File: config.mk
export PLATFORM = sky130hd
export DESIGN_NAME = perf_monitor
export DESIGN_NICKNAME = d
export VERILOG_FILES = /design/src/rtl/perf_monitor.sv
export SDC_FILE = /design/constraint.sdc
export NUM_CORES = 1
export LEC_CHECK = 0
export ABC_AREA = 1
export BUFFER_PORTS_ARGS = -buffer_cell sky130_fd_sc_hd__buf_4
export CAP_MARGIN = 20
export CORE_MARGIN = 3
export CORE_UTILIZATION = 65
export CTS_BUF_LIST = sky130_fd_sc_hd__clkbuf_8
export CTS_CLUSTER_DIAMETER = 50
export CTS_CLUSTER_SIZE = 10
export DETAILED_ROUTE_END_ITERATION = 7
export PLACE_DENSITY_LB_ADDON = 0.3
export SYNTH_ARGS = -nofsm -noshare
export SYNTH_HDL_FRONTEND = slang
export SYNTH_SLANG_ARGS = --single-unit
export TNS_END_PERCENT = 5
File: constraint.sdc
create_clock -name clk_i -period 4.35 [get_ports clk_i]
set_clock_uncertainty 0.15 [all_clocks]
set_input_delay 0.435 -clock clk_i [delete_from_list [all_inputs] [get_ports clk_i]]
set_output_delay 0.435 -clock clk_i [all_outputs]
set_load 0.005 [all_outputs]
File: src/rtl/perf_monitor.sv
// perf_monitor -- pipeline performance counter block.
//
// Counts RUN cycles, qualified IF/ID stalls and IF/ID flushes while the CPU
// start level is high. The live counters can be copied to snapshot outputs
// on request.
//
// Parameters
//   CNT_W        width of each counter and snapshot output
//   CYCLE_LIMIT  RUN cycles after which counting stops (DONE); 0 = unlimited.
//                Assumed to fit in CNT_W bits.
//
// Configuration macro
//   PERF_MON_SATURATE_EN  defined:   counters saturate at all-ones and hold
//                         undefined: counters wrap to zero
//   In both modes, ovf_o is set on the edge where the first overflowing
//   increment is applied or blocked.
//
// Ports
//   clk_i         clock, rising edge
//   rst_i         asynchronous active-low reset
//   start_i       count enable level (high = count, low = pause)
//   stall_i       IF/ID stall, counted only when branch_i is low
//   branch_i      branch indication that masks stall_i
//   flush_i       IF/ID flush
//   clear_i       one-cycle request: zero counters and ovf, return to IDLE
//   snap_i        one-cycle request: copy live counters to snapshot outputs
//   snap_cycle_o  snapshot of cycle counter
//   snap_stall_o  snapshot of stall counter
//   snap_flush_o  snapshot of flush counter
//   snap_valid_o  high for the cycle after each edge that sampled snap_i
//   busy_o        state is RUN
//   done_o        state is DONE
//   ovf_o         sticky overflow flag
//
// Handshake: there is no back-pressure. snap_valid_o is a pure status pulse.
// Every edge that samples snap_i=1 reloads the snapshot registers and drives
// snap_valid_o high for the following cycle. Held requests therefore give
// one reload and one valid cycle per edge.
//
// busy_o and done_o together expose the FSM state
// (IDLE = 00, RUN = 10, DONE = 01).

module perf_monitor #(
    parameter int CNT_W       = 32,
    parameter int CYCLE_LIMIT = 15
) (
    input  logic             clk_i,
    input  logic             rst_i,
    input  logic             start_i,
    input  logic             stall_i,
    input  logic             branch_i,
    input  logic             flush_i,
    input  logic             clear_i,
    input  logic             snap_i,
    output logic [CNT_W-1:0] snap_cycle_o,
    output logic [CNT_W-1:0] snap_stall_o,
    output logic [CNT_W-1:0] snap_flush_o,
    output logic             snap_valid_o,
    output logic             busy_o,
    output logic             done_o,
    output logic             ovf_o
);

    typedef enum logic [1:0] {
        IDLE = 2'd0,
        RUN  = 2'd1,
        DONE = 2'd2
    } state_e;

    localparam logic [CNT_W-1:0] LIMIT    = CNT_W'(CYCLE_LIMIT);
    localparam bit               LIMIT_EN = (CYCLE_LIMIT != 0);

    state_e           state_q, state_d;
    logic [CNT_W-1:0] cycle_q, cycle_d;
    logic [CNT_W-1:0] stall_q, stall_d;
    logic [CNT_W-1:0] flush_q, flush_d;
    logic             ovf_q, ovf_d;
    logic [CNT_W-1:0] snap_cycle_q, snap_stall_q, snap_flush_q;
    logic             snap_valid_q;

    // Incremented values, MSB = overflow of this increment.
    logic [CNT_W:0]   cyc_res, stl_res, fls_res;
    logic             count_en;
    logic             stall_ev;

    // Returns {overflow, next value} for one increment of v.
    function automatic logic [CNT_W:0] incr(input logic [CNT_W-1:0] v);
`ifdef PERF_MON_SATURATE_EN
        if (&v) begin
            incr = {1'b1, v};
        end else begin
            incr = {1'b0, v + CNT_W'(1)};
        end
`else
        incr = {&v, v + CNT_W'(1)};
`endif
    endfunction

    always_comb begin
        cyc_res  = incr(cycle_q);
        stl_res  = incr(stall_q);
        fls_res  = incr(flush_q);
        // Only a RUN edge with start still high counts; the pause edge
        // (RUN->IDLE) and the entry edge (IDLE->RUN) do not.
        count_en = (state_q == RUN) && start_i;
        stall_ev = stall_i && !branch_i;

        state_d  = state_q;
        cycle_d  = cycle_q;
        stall_d  = stall_q;
        flush_d  = flush_q;
        ovf_d    = ovf_q;

        unique case (state_q)
            IDLE: begin
                if (start_i) state_d = RUN;
            end
            RUN: begin
                if (!start_i) begin
                    state_d = IDLE;
                end else if (LIMIT_EN && (cyc_res[CNT_W-1:0] == LIMIT)) begin
                    // Limit reached on this counting edge wins over staying in RUN.
                    state_d = DONE;
                end
            end
            DONE: begin
                state_d = DONE;
            end
            default: begin
                state_d = IDLE;
            end
        endcase

        if (count_en) begin
            cycle_d = cyc_res[CNT_W-1:0];
            ovf_d   = ovf_d | cyc_res[CNT_W];
            if (stall_ev) begin
                stall_d = stl_res[CNT_W-1:0];
                ovf_d   = ovf_d | stl_res[CNT_W];
            end
            if (flush_i) begin
                flush_d = fls_res[CNT_W-1:0];
                ovf_d   = ovf_d | fls_res[CNT_W];
            end
        end

        // Clear overrides every transition and increment above.
        if (clear_i) begin
            state_d = IDLE;
            cycle_d = '0;
            stall_d = '0;
            flush_d = '0;
            ovf_d   = 1'b0;
        end
    end

    always_ff @(posedge clk_i or negedge rst_i) begin
        if (!rst_i) begin
            state_q <= IDLE;
            cycle_q <= '0;
            stall_q <= '0;
            flush_q <= '0;
            ovf_q   <= 1'b0;
        end else begin
            state_q <= state_d;
            cycle_q <= cycle_d;
            stall_q <= stall_d;
            flush_q <= flush_d;
            ovf_q   <= ovf_d;
        end
    end

    // Snapshot captures the pre-edge live values, so a snap together with a
    // clear still records the counts being cleared.
    always_ff @(posedge clk_i or negedge rst_i) begin
        if (!rst_i) begin
            snap_cycle_q <= '0;
            snap_stall_q <= '0;
            snap_flush_q <= '0;
            snap_valid_q <= 1'b0;
        end else begin
            snap_valid_q <= snap_i;
            if (snap_i) begin
                snap_cycle_q <= cycle_q;
                snap_stall_q <= stall_q;
                snap_flush_q <= flush_q;
            end
        end
    end

    assign snap_cycle_o = snap_cycle_q;
    assign snap_stall_o = snap_stall_q;
    assign snap_flush_o = snap_flush_q;
    assign snap_valid_o = snap_valid_q;
    assign busy_o       = (state_q == RUN);
    assign done_o       = (state_q == DONE);
    assign ovf_o        = ovf_q;

endmodule
* Word-level counts from Yosys, hierarchy flattened
Index checks and enable logic that the tools add are counted.
Operators by class: add/sub/neg operators 3, reductions and logical operators 13, equality and inequality tests 5, bitwise logic cells 3, multiplexer cells 18
Operators by type and width (count):
- two-way mux 32 bit | 8
- adder 32 x 1 -> 32 bit (second input constant) | 3
- AND reduction 32 bit | 3
- == test 32 x 4 -> 1 bit (second input constant) | 1
- two-way mux 2 bit | 4
- case mux 2 bit (3 select lines) | 1
- AND reduction 2 bit | 3
- nonzero test 2 bit | 3
- two-way mux 1 bit | 5
- inequality test 4 x 3 -> 1 bit (second input constant) | 1
- inequality test 3 bit (second input constant) | 1
- bitwise OR 1 bit | 3
- == test 2 x 1 -> 1 bit (second input constant) | 1
- == test 2 bit (second input constant) | 1
- logical AND 1 bit | 2
- logical NOT 2 bit | 1
- logical NOT 1 bit | 1
Storage, ports and cells: output and inout bits 100, flip-flop bits (word level) 196, word-level logic and storage cells 51, bits of input ports 8

* Depth between registers and ports, before layout
depth in word-level cells 9, gate-level depth with buffers 15, mapped depth without buffers 15

* Worst setup path after synthesis
No wires, ideal clock.
path kind register to register, from reg cycle_q[1], to reg state_q[0], library setup time 0.126 ns, required time 4.074 ns, path buffers 0, clock period less this slack 1.928 ns, slack 2.422 ns, stages on the path, launching flop included 15, arrival 1.652 ns, cell sequence dfrtp_1 > ha_1 > nand2_2 > nor2_4 > nand2_4 > nor2_4 > nand2_1 > nand2_1 > nand2_1 > nor2_1 > nand2_1 > nor2_1 > nand3_1 > nand2_1 > o21ai_0
Between the ends: word-level cells in the longest chain between the ends 4
Ends and longest elaborated chain:
- start, declared | line 74 | logic [CNT_W-1:0] cycle_q, cycle_d;
- start signal, assigned | line 166 | cycle_q <= cycle_d;
- adder 32 x 1 -> 32 bit | line 95 | incr = {&v, v + CNT_W'(1)};
- == test 32 x 4 -> 1 bit | line 121 | end else if (LIMIT_EN && (cyc_res[CNT_W-1:0] == LIMIT)) begin
- inequality test 4 x 3 -> 1 bit (no source line)
- AND reduction 2 bit (no source line)
- end signal, assigned | line 165 | state_q <= state_d;
- end, declared | line 73 | state_e state_q, state_d;
No other way between the ends. A chain may end at the register's enable or synchronous reset.

* Final worst setup path
from reg state_q[1], to reg stall_q[12]
Between the ends: word-level cells in the longest chain between the ends 4
Ends and longest elaborated chain:
- == test 2 x 1 -> 1 bit | line 105 | count_en = (state_q == RUN) && start_i;
- logical AND 1 bit | line 105
- nonzero test 2 bit (no source line)
- AND reduction 2 bit (no source line)
- end signal, assigned | line 167 | stall_q <= stall_d;
- end, declared | line 75 | logic [CNT_W-1:0] stall_q, stall_d;
No other way between the ends.

==> results.sh <==
export IMPL_outcome="finished, final reports clean"
export IMPL_grt_pass1_vias=7742
export IMPL_grt_pass1_wl_mm=37.8
export IMPL_cts_buffers=17
export IMPL_antenna_found_initial=0
export IMPL_diodes=0
export IMPL_ys_ff_latch=196
export IMPL_yosys_top_cells_count="nand2_1 (232), dfrtp_1 (196), nor2_1 (187)"
export IMPL_power_leakage_uw=0.00488
export IMPL_p_clk_share_pct=33.5
export IMPL_area_growth_pct=14.4
export IMPL_vias=8253
export IMPL_yosys_warnings=0
export IMPL_yosys_cell_count_top_type="nand2_1"
export IMPL_switchingPower_uw=862
export IMPL_fin_crit_sh_pct=59.0
export IMPL_fin_cells=1445
export IMPL_tightest_slew_ns=0.631
export IMPL_fin_nets=1264
export IMPL_synth_edff_count=0
export IMPL_dr_pass1_iters=6
export IMPL_yosysSeqAreaShare_pct=52.2
export IMPL_irDropWorstVdd_mv=0.233
export IMPL_setup_viol=0
export IMPL_die_w_um=126
export IMPL_grt_overflow=0
export IMPL_rsz0062_at_grt="no"
export IMPL_power_switching_share_pct=26.0
export IMPL_viasPerCell=5.71
export IMPL_io_pins=108
export IMPL_grt_start_max_net_pins=138
export IMPL_clockBufferDepth=2
export IMPL_cts_sinks=196
export IMPL_drt_iter0_markers=808
export IMPL_cp_max_fo=33
export IMPL_slew_viol_final=0
export IMPL_ctsResizeCount=0
export IMPL_synth_top_area_share_pct=52.2
export IMPL_crit_type="reg2reg"
export IMPL_synthFlopType="dfrtp_1"
export IMPL_tns_ns=0
export IMPL_min_period_ns=2.57
export IMPL_io_buffer_count=107
export IMPL_fp_dieArea_sq_um=15900
export IMPL_pwr_share_comb_pct=8.5
export IMPL_drive_gt1_share_pct=16.0
export IMPL_drc=0
export IMPL_syn_nets=1167
export IMPL_fillers=1043
export IMPL_clk_pin_slew_worst_paths_ns=0.10
export IMPL_grtUsageTotal_pct=29.0
export IMPL_fmax_ghz=0.389
export IMPL_hold_path_class="in2reg"
export IMPL_hold_viol_final=0
export IMPL_critPathRequiredTime_ns=4.56
export IMPL_seq_power_share_pct=57.9
export IMPL_start_util_pct=67.2
export IMPL_avgRoutedWirePerCell_um=15.4
export IMPL_yosysUniqueCellTypes=38
export IMPL_htreeDepth=4
export IMPL_root_buffer="clkbuf_8"
export IMPL_coreArea_sq_um=14000
export IMPL_rows=43
export IMPL_synth_cell_area_sq_um=9390
export IMPL_async_reset_ff_share_pct=100
export IMPL_critPathLaunchType="flop"
export IMPL_syn_inst=1155
export IMPL_gp_congestion=0.926
export IMPL_yosys_top_cells_area="dfrtp_1 (52%), nand2_1 (9.3%), nor2_1 (7.5%), a21oi_1 (6.4%), inv_1 (4.9%)"
export IMPL_yosysTopAreaCell="dfrtp_1"
export IMPL_dp_cells=1411
export IMPL_maxCapViolCount=0
export IMPL_internal_power_uw=2460
export IMPL_avgSynthCellArea_sq_um=8.13
export IMPL_critPathCaptureType="flop"
export IMPL_antenna_left=0
export IMPL_relSlewSlack_pct=57.8
export IMPL_tritoncts="built"
export IMPL_routed_wirelength_mm=22.2
export IMPL_die_height_um=126
export IMPL_dp_hpwl_mm=15.5
export IMPL_worstSkewPairLatency_ns=0.48
export IMPL_arrival_ns=2.78
export IMPL_powerDensity_nw_per_um2=309
[power by group through the flow]
stage | logic (uW) | registers, uW | clock network (uW)
2_1_floorplan | 118 | 1960 | 0
3_3_place_gp | 274 | 1960 | 0
5_1_grt | 319 | 1930 | 1210
3_5_place_dp | 284 | 1960 | 0
4_1_cts | 284 | 1920 | 1130
6_report | 283 | 1920 | 1110
[layout make-up]
type                    instances  area, sq um  area share [%]
repair buffers                113          902            8.40
flip-flops and latches        196         4900            45.7
clock inverters                15          134            1.25
inverters                     127          477            4.44
well taps                     180          225            2.10
clock buffers                  17          234            2.18
multi-input cells             797         3870            36.0
[cells in the final DEF, fill, tap and decap left out, drive strengths merged]
cell,Yosys,layout
o21ai,71,71
o211a,2,2
buf,7,111
xor2,8,8
a21oi,120,120
nand3,55,55
nor2,208,208
mux2,16,16
a211oi,2,2
nand4,15,15
clkinv,0,9
ha,4,4
dfrtp,196,196
nor3,32,32
nand3b,1,1
nor4,5,5
a31oi,3,3
a41oi,1,1
dlygate4sd3,0,1
o31ai,2,2
o22ai,5,5
o21a,4,4
nand2,241,241
a221oi,1,1
clkinvlp,0,3
a22oi,1,1
bufinv,0,1
inv,127,129
clkbuf,28,18
[sequential cells by signal, summed over array words and instances (netlist names)]
register / flops
cycle_q: 32
stall_q: 32
flush_q: 32
snap_stall_o: 32
snap_flush_o: 32
snap_cycle_o: 32
ovf_o: 1
state_q: 2
snap_valid_o: 1
[worst max-delay path, stage by stage, from the launching register on]
cell,delay (ns)
dfrtp_1,0.40
inv_2,0.08
nand3_2,0.16
nand2_2,0.53
nand2_4,0.14
inv_2,0.18
nand3_1,0.17
nor3_2,0.24
nand2_1,0.11
o21ai_1,0.21
a21oi_1,0.09
[layer usage]
metal,GRT usage (%),wire [um]
met1,39.9,9220
met2,46.9,10900
met3,5.22,1440
met4,10.7,660
met5,0,0
[worst paths after layout]
check	slack, ns	startpoint	depth (start not counted)	to
max in group asynchronous	2.68	rst_i	4	snap_flush_o[20]$_DFFE_PN0P_
setup / recovery	1.78	state_q[1]$_DFFE_PN0P_	10	stall_q[12]$_DFFE_PN0P_
setup reg to reg	1.78	state_q[1]$_DFFE_PN0P_	10	stall_q[12]$_DFFE_PN0P_
min in group asynchronous	0.29	rst_i	2	snap_stall_o[27]$_DFFE_PN0P_
hold / removal	0.14	start_i	3	state_q[0]$_DFFE_PN0P_
hold reg to reg	0.37	snap_stall_o[14]$_DFFE_PN0P_	1	snap_stall_o[14]$_DFFE_PN0P_
[repair_timing]
item / in CTS / in global routing
setup buffers: 0 / 0
hold endpoints to repair: 0 / 42
hold buffers: 0 / 1
[per-stage QoR]
stage          instance area [sq um]  util, %  hold slack [ns]  power, uW  setup slack (ns)
5_1_grt                        10700     76.8            0.158       3460              1.52
6_report                       10700     76.8            0.138       3320              1.78
2_1_floorplan                   9390        -          -0.0106       2070              2.42
3_3_place_gp                   10300     73.9            0.342       2230              1.81
4_1_cts                        10700     76.5           0.0358       3340              1.78
3_5_place_dp                   10300     73.9            0.346       2240              1.72
[cell families after synthesis]
family,Yosys count,share of synthesized area (%)
mux,16,1.92
compound gates,212,11.9
buf+inv,162,6.62
flops,196,52.2
simple gates,557,26.1
xor+xnor,8,0.746
fa+ha+maj,4,0.533
(Power assumes the default switching activity.)
